===== config.mk =====
export PLATFORM = sky130hd
export DESIGN_NAME = vc_biu_fifo_wr_arb
export DESIGN_NICKNAME = d
export VERILOG_FILES = /design/src/rtl/vc_biu_fifo_wr_arb.sv
export SDC_FILE = /design/constraint.sdc
export NUM_CORES = 1
export LEC_CHECK = 0
export CELL_PAD_IN_SITES_DETAIL_PLACEMENT = 1
export CELL_PAD_IN_SITES_GLOBAL_PLACEMENT = 1
export CORE_ASPECT_RATIO = 1.75
export CORE_MARGIN = 4
export CORE_UTILIZATION = 17
export CTS_BUF_LIST = sky130_fd_sc_hd__clkbuf_8 sky130_fd_sc_hd__clkbuf_16
export DETAILED_ROUTE_END_ITERATION = 8
export PLACE_DENSITY_LB_ADDON = 0.1
export SLEW_MARGIN = 15
export SYNTH_ARGS = -nofsm -noshare
export SYNTH_HDL_FRONTEND = slang
export SYNTH_SLANG_ARGS = --single-unit

===== constraint.sdc =====
create_clock -name core_clk -period 6.1 [get_ports core_clk]
set_input_delay 1.83 -clock core_clk [delete_from_list [all_inputs] [get_ports core_clk]]
set_output_delay 1.83 -clock core_clk [all_outputs]
set_load 0.01 [all_outputs]

===== src/rtl/vc_biu_fifo_wr_arb.sv =====
// Round-robin write arbiter sharing one BIU FIFO write port among NUM_REQ requesters, with burst locking.
// Optional starvation escalation is compiled in with `define VC_BIU_FIFO_WR_ARB_STARVE_EN.
module vc_biu_fifo_wr_arb #(
  parameter int NUM_REQ      = 4,
  parameter int DATA_WIDTH   = 32,
  parameter int BURST_MAX    = 4,
  parameter int STARVE_LIMIT = 8,
  localparam int IDW         = $clog2(NUM_REQ),
  localparam int CW          = $clog2(BURST_MAX) + 1
) (
  input  logic                          core_clk,
  input  logic                          core_reset_n,
  input  logic [NUM_REQ-1:0]            req,
  input  logic [NUM_REQ-1:0]            req_last,
  input  logic [NUM_REQ*DATA_WIDTH-1:0] req_data,
  output logic [NUM_REQ-1:0]            gnt,
  input  logic                          fifo_full,
  input  logic                          fifo_wr_en,
  output logic                          fifo_wr,
  output logic [DATA_WIDTH-1:0]         fifo_wr_data,
  output logic                          lock_vld,
  output logic [IDW-1:0]                lock_id,
  output logic                          dbg_state_o,
  output logic [IDW-1:0]                dbg_rr_ptr_o,
  output logic [CW-1:0]                 dbg_beat_cnt_o
);

  typedef enum logic {IDLE = 1'b0, LOCK = 1'b1} state_e;

  state_e          state_q;
  logic [IDW-1:0]  rr_ptr_q;
  logic [IDW-1:0]  lock_id_q;
  logic [CW-1:0]   beat_cnt_q;
  logic            lock_vld_q;

  logic            can_wr;
  logic            rr_found;
  logic [IDW-1:0]  rr_win;
  logic [IDW-1:0]  cand;
  logic            win_found;
  logic [IDW-1:0]  win;
  logic            gnt_vld;
  logic [IDW-1:0]  gnt_idx;
  logic            last_g;
  logic [IDW-1:0]  ptr_next;

  assign can_wr = fifo_wr_en & ~fifo_full;

  // First requester at or above rr_ptr, wrapping past NUM_REQ-1 back to 0.
  always_comb begin
    rr_found = 1'b0;
    rr_win   = '0;
    cand     = '0;
    for (int k = 0; k < NUM_REQ; k++) begin
      cand = IDW'((int'(rr_ptr_q) + k) % NUM_REQ);
      if (!rr_found && req[cand]) begin
        rr_found = 1'b1;
        rr_win   = cand;
      end
    end
  end

`ifdef VC_BIU_FIFO_WR_ARB_STARVE_EN
  localparam int SW = $clog2(STARVE_LIMIT + 1);

  logic [SW-1:0]  wait_q [NUM_REQ];
  logic           st_found;
  logic [IDW-1:0] st_win;

  always_comb begin
    st_found = 1'b0;
    st_win   = '0;
    for (int i = 0; i < NUM_REQ; i++) begin
      if (!st_found && req[i] && (wait_q[i] == SW'(STARVE_LIMIT))) begin
        st_found = 1'b1;
        st_win   = IDW'(i);
      end
    end
  end

  // Wait counters saturate at the limit and only clear on a grant.
  always_ff @(posedge core_clk or negedge core_reset_n) begin
    if (!core_reset_n) begin
      for (int i = 0; i < NUM_REQ; i++) wait_q[i] <= '0;
    end else begin
      for (int i = 0; i < NUM_REQ; i++) begin
        if (gnt[i]) begin
          wait_q[i] <= '0;
        end else if (req[i] && (wait_q[i] != SW'(STARVE_LIMIT))) begin
          wait_q[i] <= wait_q[i] + 1'b1;
        end
      end
    end
  end

  assign win_found = st_found | rr_found;
  assign win       = st_found ? st_win : rr_win;
`else
  assign win_found = rr_found;
  assign win       = rr_win;
`endif

  // Zero-latency grant; in LOCK only the owner can be granted.
  always_comb begin
    gnt_idx = win;
    gnt_vld = can_wr & win_found;
    if (state_q == LOCK) begin
      gnt_idx = lock_id_q;
      gnt_vld = can_wr & req[lock_id_q];
    end
    if (!core_reset_n) gnt_vld = 1'b0;
  end

  always_comb begin
    gnt          = '0;
    fifo_wr_data = '0;
    for (int i = 0; i < NUM_REQ; i++) begin
      if (gnt_vld && (gnt_idx == IDW'(i))) begin
        gnt[i]       = 1'b1;
        fifo_wr_data = req_data[i*DATA_WIDTH +: DATA_WIDTH];
      end
    end
  end

  assign fifo_wr  = gnt_vld;
  assign last_g   = req_last[gnt_idx];
  assign ptr_next = (gnt_idx == IDW'(NUM_REQ - 1)) ? '0 : gnt_idx + 1'b1;

  always_ff @(posedge core_clk or negedge core_reset_n) begin
    if (!core_reset_n) begin
      state_q    <= IDLE;
      rr_ptr_q   <= '0;
      lock_id_q  <= '0;
      beat_cnt_q <= '0;
      lock_vld_q <= 1'b0;
    end else begin
      case (state_q)
        IDLE: begin
          if (gnt_vld) begin
            if (last_g || (BURST_MAX == 1)) begin
              rr_ptr_q <= ptr_next;
            end else begin
              state_q    <= LOCK;
              lock_id_q  <= gnt_idx;
              beat_cnt_q <= CW'(1);
              lock_vld_q <= 1'b1;
            end
          end
        end
        LOCK: begin
          if (gnt_vld) begin
            if (last_g || (beat_cnt_q == CW'(BURST_MAX - 1))) begin
              state_q    <= IDLE;
              rr_ptr_q   <= ptr_next;
              beat_cnt_q <= '0;
              lock_vld_q <= 1'b0;
            end else begin
              beat_cnt_q <= beat_cnt_q + 1'b1;
            end
          end
        end
        default: begin
          state_q    <= IDLE;
          lock_vld_q <= 1'b0;
        end
      endcase
    end
  end

  assign lock_vld       = lock_vld_q;
  assign lock_id        = lock_id_q;
  assign dbg_state_o    = (state_q == LOCK);
  assign dbg_rr_ptr_o   = rr_ptr_q;
  assign dbg_beat_cnt_o = beat_cnt_q;

endmodule


==> flow_summary.json, run 1 <==
{
  "grt_first_pass_wirelength_um": 17100,
  "power.net_switching_mw": 0.444,
  "initial_core_util_pct": 17.5,
  "crit_type": "in2out",
  "max_slew_margin_pct": 69.3,
  "final_min_period_over_clock_period_pct": 97.9,
  "muxShareOfSynthArea_pct": 4.34,
  "die-height_um": 142,
  "finish.net_count": 622,
  "clock_tree.buffer_depth": 2,
  "syn_to_final_growth_pct": 151,
  "drc": 0,
  "final.min_clock_period_ns": 5.97,
  "cts_sinks": 9,
  "netlist-cell-type-count": 38,
  "dr_iter_0_viols": 47,
  "grt_start_max_net_pins": 32,
  "worst_path_dominant_cell_family": "buffers and inverters",
  "setup_tns_ns": 0,
  "number_of_antenna_violations_at_the_first_check_in_global_routing": 0,
  "status": "finished clean",
  "cts-hold-fix-buffers": 0,
  "via_per_inst": 4.87,
  "worst_setup_path_end_kind": "primary output",
  "globalRouteOverflowTotal": 0,
  "post_detailed_routing_wire_length_um": 11200,
  "post-route-worst-setup-slack_ns": 0.126,
  "ys.warnings.count": 0,
  "floorplan.core_area_mm2": 0.00991,
  "cell_with_the_most_instances_after_synthesis": "sky130_fd_sc_hd__nor2_1",
  "power.sequential.fraction_pct": 8.8,
  "power_per_cell_area_mw_per_mm2": 251,
  "ys_ff_latch": 9,
  "num-fill-cells": 1218,
  "post_place_setup_slack_ns": -0.651,
  "critPathRequiredTime_ns": 4.27,
  "synth_common_cells": "sky130_fd_sc_hd__nor2_1 (71), sky130_fd_sc_hd__a21oi_1 (38), sky130_fd_sc_hd__nor3_1 (33)",
  "firstDrtPassIters": 4,
  "timing.critical_path.buf_inv": 5,
  "internal-power_mw": 0.647,
  "die_x_um": 84.3,
  "share_comb_of_total_power_pct": 80.7,
  "timing_max_transition_violations_final": 0,
  "clk_latency_ns": 0.24,
  "fp.dieArea_mm2": 0.0119,
  "report.final.hold_viol_count": 0,
  "p_total_mw": 1.09,
  "yosys.area_share.adder_pct": 4.34,
  "power.share.switching_pct": 40.7,
  "path_common_cell": "sky130_fd_sc_hd__buf_4",
  "post_synthesis_cell_type_with_the_largest_combined_area": "sky130_fd_sc_hd__a221oi_1",
  "synth_top_flop_cell": "sky130_fd_sc_hd__dfrtp_1",
  "worst_setup_hold_path_clk_slew_ns": 0.04,
  "tritoncts.num_buffers": 3,
  "post_synth_edffs": 0,
  "clock_group_share_of_total_power_pct": 10.5,
  "first_global_vias": 3285,
  "drive_above_1_share_pct": 26.3,
  "avgSynthCellArea_um2": 6.32,
  "cts-root-buf": "sky130_fd_sc_hd__clkbuf_16",
  "global_route.usage.total_pct": 18.0,
  "timing.critical_path.slowest_cell_delay_ns": 0.39,
  "synth.net_count": 420,
  "cap_violations": 0,
  "num_antenna_cells": 0,
  "vias": 2919,
  "dpl.hpwl_um": 9120,
  "max_clock_freq_ghz": 0.167,
  "placement_rows": 48,
  "synth-xor-area-share_pct": 0,
  "cts_h_tree_depth": 1,
  "leakagePower_nw": 1.77,
  "postSynthCellCount": 274,
  "netlist_area_mm2": 0.00173,
  "cts_tree": "yes",
  "synthTopCellsByArea": "sky130_fd_sc_hd__a221oi_1 (16%), sky130_fd_sc_hd__nor2_1 (15%), sky130_fd_sc_hd__dfrtp_1 (13%)",
  "synth_top_area_share_pct": 16.2,
  "synth_async_sr_flop_share_pct": 100,
  "class_of_the_tightest_hold_or_removal_check": "reg2reg",
  "count_of_final_setup_violators": 0,
  "crit_path_max_fanout": 22,
  "multi_input_comb_area_mm2": 0.00164,
  "ir_worst_vdd_mv": 0.146,
  "detail-route-antenna-nets": 0,
  "worstMarginPinSlew_ns": 0.457,
  "synth_compound_gate_area_share_pct": 39.5,
  "ios": 186,
  "synth_top_family_by_area": "compound AO/OA/AOI/OAI gates",
  "wl_per_cell_um": 18.7,
  "port_buffer_count": 185,
  "yosys.area_share.simple_pct": 30.9,
  "layout.area.seq_um2": 225,
  "worst_path_max_delay_cell": "sky130_fd_sc_hd__or3b_4",
  "cp-start-kind": "primary input",
  "final_core_utilization_pct": 43.8,
  "worstPathArrival_ns": 4.14,
  "fin_skew_ns": 0.00233,
  "synth-seq-area-share_pct": 13.0,
  "routabilityCongestion": 0.817,
  "worstPathCellList": "buf_2 -> or3b_4 -> o2111a_2 -> a22o_4 -> buf_4 -> ha_1 -> buf_4 -> buf_12 -> a221oi_2 -> nor3_1 -> a21oi_1 -> nor2_1 -> dlygate4sd2_1"
}
-- kinds of logic (layout without fill, tap and decap cells) --
kind of cell,Yosys count,in the layout
flip-flops,9,9
AND/OR/NAND/NOR,125,125
adder cells (fa/ha/maj),6,6
AO/OA/AOI/OAI,93,93
buffers and inverters,36,237
multiplexers,5,5
-- layer usage --
| layer | up-vias | GRT usage [%] | wire length [um] |
|---|---|---|---|
| li1 | 1421 | - | - |
| met1 | 1379 | 16.3 | 3570 |
| met2 | 107 | 38.3 | 6740 |
| met3 | 12 | 3.95 | 713 |
| met4 | 0 | 4.49 | 201 |
| met5 | - | 0 | 0 |
-- what timing repair did --
item	4_1_cts	5_1_grt
endpoints found under the setup margin	36	33
gates cloned	2	0
pin swaps	11	10
setup buffers	3	6
resized for setup	135	23
-- worst reg2reg max path, delay by kind of cell (launching register included) --
kind            cells  cell delay, ns
compound gates      4            0.99
flops               1            0.48
simple gates        1            0.43
mux                 1            0.32
buf+inv             2            0.28
-- path summary, 6_finish.rpt --
kind	slack (ns)	startpoint	endpoint	cells after the start
worst min register to register	0.52	dbg_beat_cnt_o[1]$_DFFE_PN0P_	dbg_beat_cnt_o[1]$_DFFE_PN0P_	2
min in group asynchronous	1.98	core_reset_n	dbg_beat_cnt_o[2]$_DFFE_PN0P_	2
worst max-delay path	0.13	req[0]	fifo_wr_data[11]	13
worst max register to register	3.47	dbg_rr_ptr_o[1]$_DFFE_PN0P_	lock_id[1]$_DFFE_PN0P_	8
max in group asynchronous	3.98	core_reset_n	lock_id[1]$_DFFE_PN0P_	2
worst min-delay path	0.52	dbg_beat_cnt_o[1]$_DFFE_PN0P_	dbg_beat_cnt_o[1]$_DFFE_PN0P_	2
-- cell type report --
type | count | share of cell area (%)
clock buffer | 3 | 1.73
clock inverter | 1 | 0.0864
inverter | 10 | 0.864
multi-input combinational | 229 | 37.8
sequential | 9 | 5.19
tap | 125 | 3.60
timing repair buffer | 223 | 50.7
-- stage by stage --
step,hold slack (ns),area (um^2),instances
global placement,0.490,3960,586
CTS,0.538,4330,595
global route,0.543,4340,600
finish,0.524,4340,600
detailed placement,0.530,3960,586
floorplan,0.523,1730,274
-- power by group through the flow --
stage	clock network, mW	registers, mW	logic, mW
floorplan	0	0.0938	0.351
global placement	0	0.0957	0.665
detailed placement	0	0.0968	0.675
CTS	0.116	0.0961	0.864
global route	0.118	0.0985	0.964
finish	0.115	0.0959	0.881
-- placed cells by master (no fill, tap or decap), types with 2 or more instances in the layout --
master and instances:
sky130_fd_sc_hd__clkdlybuf4s50_1 149, sky130_fd_sc_hd__nor2_1 70, sky130_fd_sc_hd__a21oi_1 38, sky130_fd_sc_hd__nor3_1 26
sky130_fd_sc_hd__a221oi_2 26, sky130_fd_sc_hd__buf_4 26, sky130_fd_sc_hd__buf_2 15, sky130_fd_sc_hd__nand2_1 13
sky130_fd_sc_hd__buf_12 10, sky130_fd_sc_hd__inv_1 9, sky130_fd_sc_hd__dfrtp_1 9, sky130_fd_sc_hd__nor3_2 7
sky130_fd_sc_hd__clkdlybuf4s15_2 7, sky130_fd_sc_hd__dlygate4sd2_1 5, sky130_fd_sc_hd__a221oi_1 4, sky130_fd_sc_hd__clkbuf_2 4
sky130_fd_sc_hd__mux2_2 3, sky130_fd_sc_hd__o21ai_2 3, sky130_fd_sc_hd__o211ai_1 3, sky130_fd_sc_hd__ha_1 3
sky130_fd_sc_hd__clkbuf_16 3, sky130_fd_sc_hd__clkdlybuf4s15_1 3, sky130_fd_sc_hd__inv_2 2, sky130_fd_sc_hd__and2_1 2
sky130_fd_sc_hd__a221oi_4 2, sky130_fd_sc_hd__o22ai_1 2, sky130_fd_sc_hd__o21ai_0 2, sky130_fd_sc_hd__ha_2 2
sky130_fd_sc_hd__dlymetal6s2s_1 2
-- registers in the layout, indices dropped and copies added, names as in the netlist --
name            cells
dbg_rr_ptr_o        2
lock_vld            1
dbg_state_o         1
dbg_beat_cnt_o      3
lock_id             2
(Power assumes the default switching activity.)
==> run 2, diff against run 1 <==
--- a/config.mk
+++ b/config.mk
@@ -13,7 +13,6 @@
 export CTS_BUF_LIST = sky130_fd_sc_hd__clkbuf_8 sky130_fd_sc_hd__clkbuf_16
 export DETAILED_ROUTE_END_ITERATION = 8
 export PLACE_DENSITY_LB_ADDON = 0.1
-export SLEW_MARGIN = 15
 export SYNTH_ARGS = -nofsm -noshare
 export SYNTH_HDL_FRONTEND = slang
 export SYNTH_SLANG_ARGS = --single-unit
==> results of run 2 <==
Final layout, timing and power as in run 1 (identical DEF).
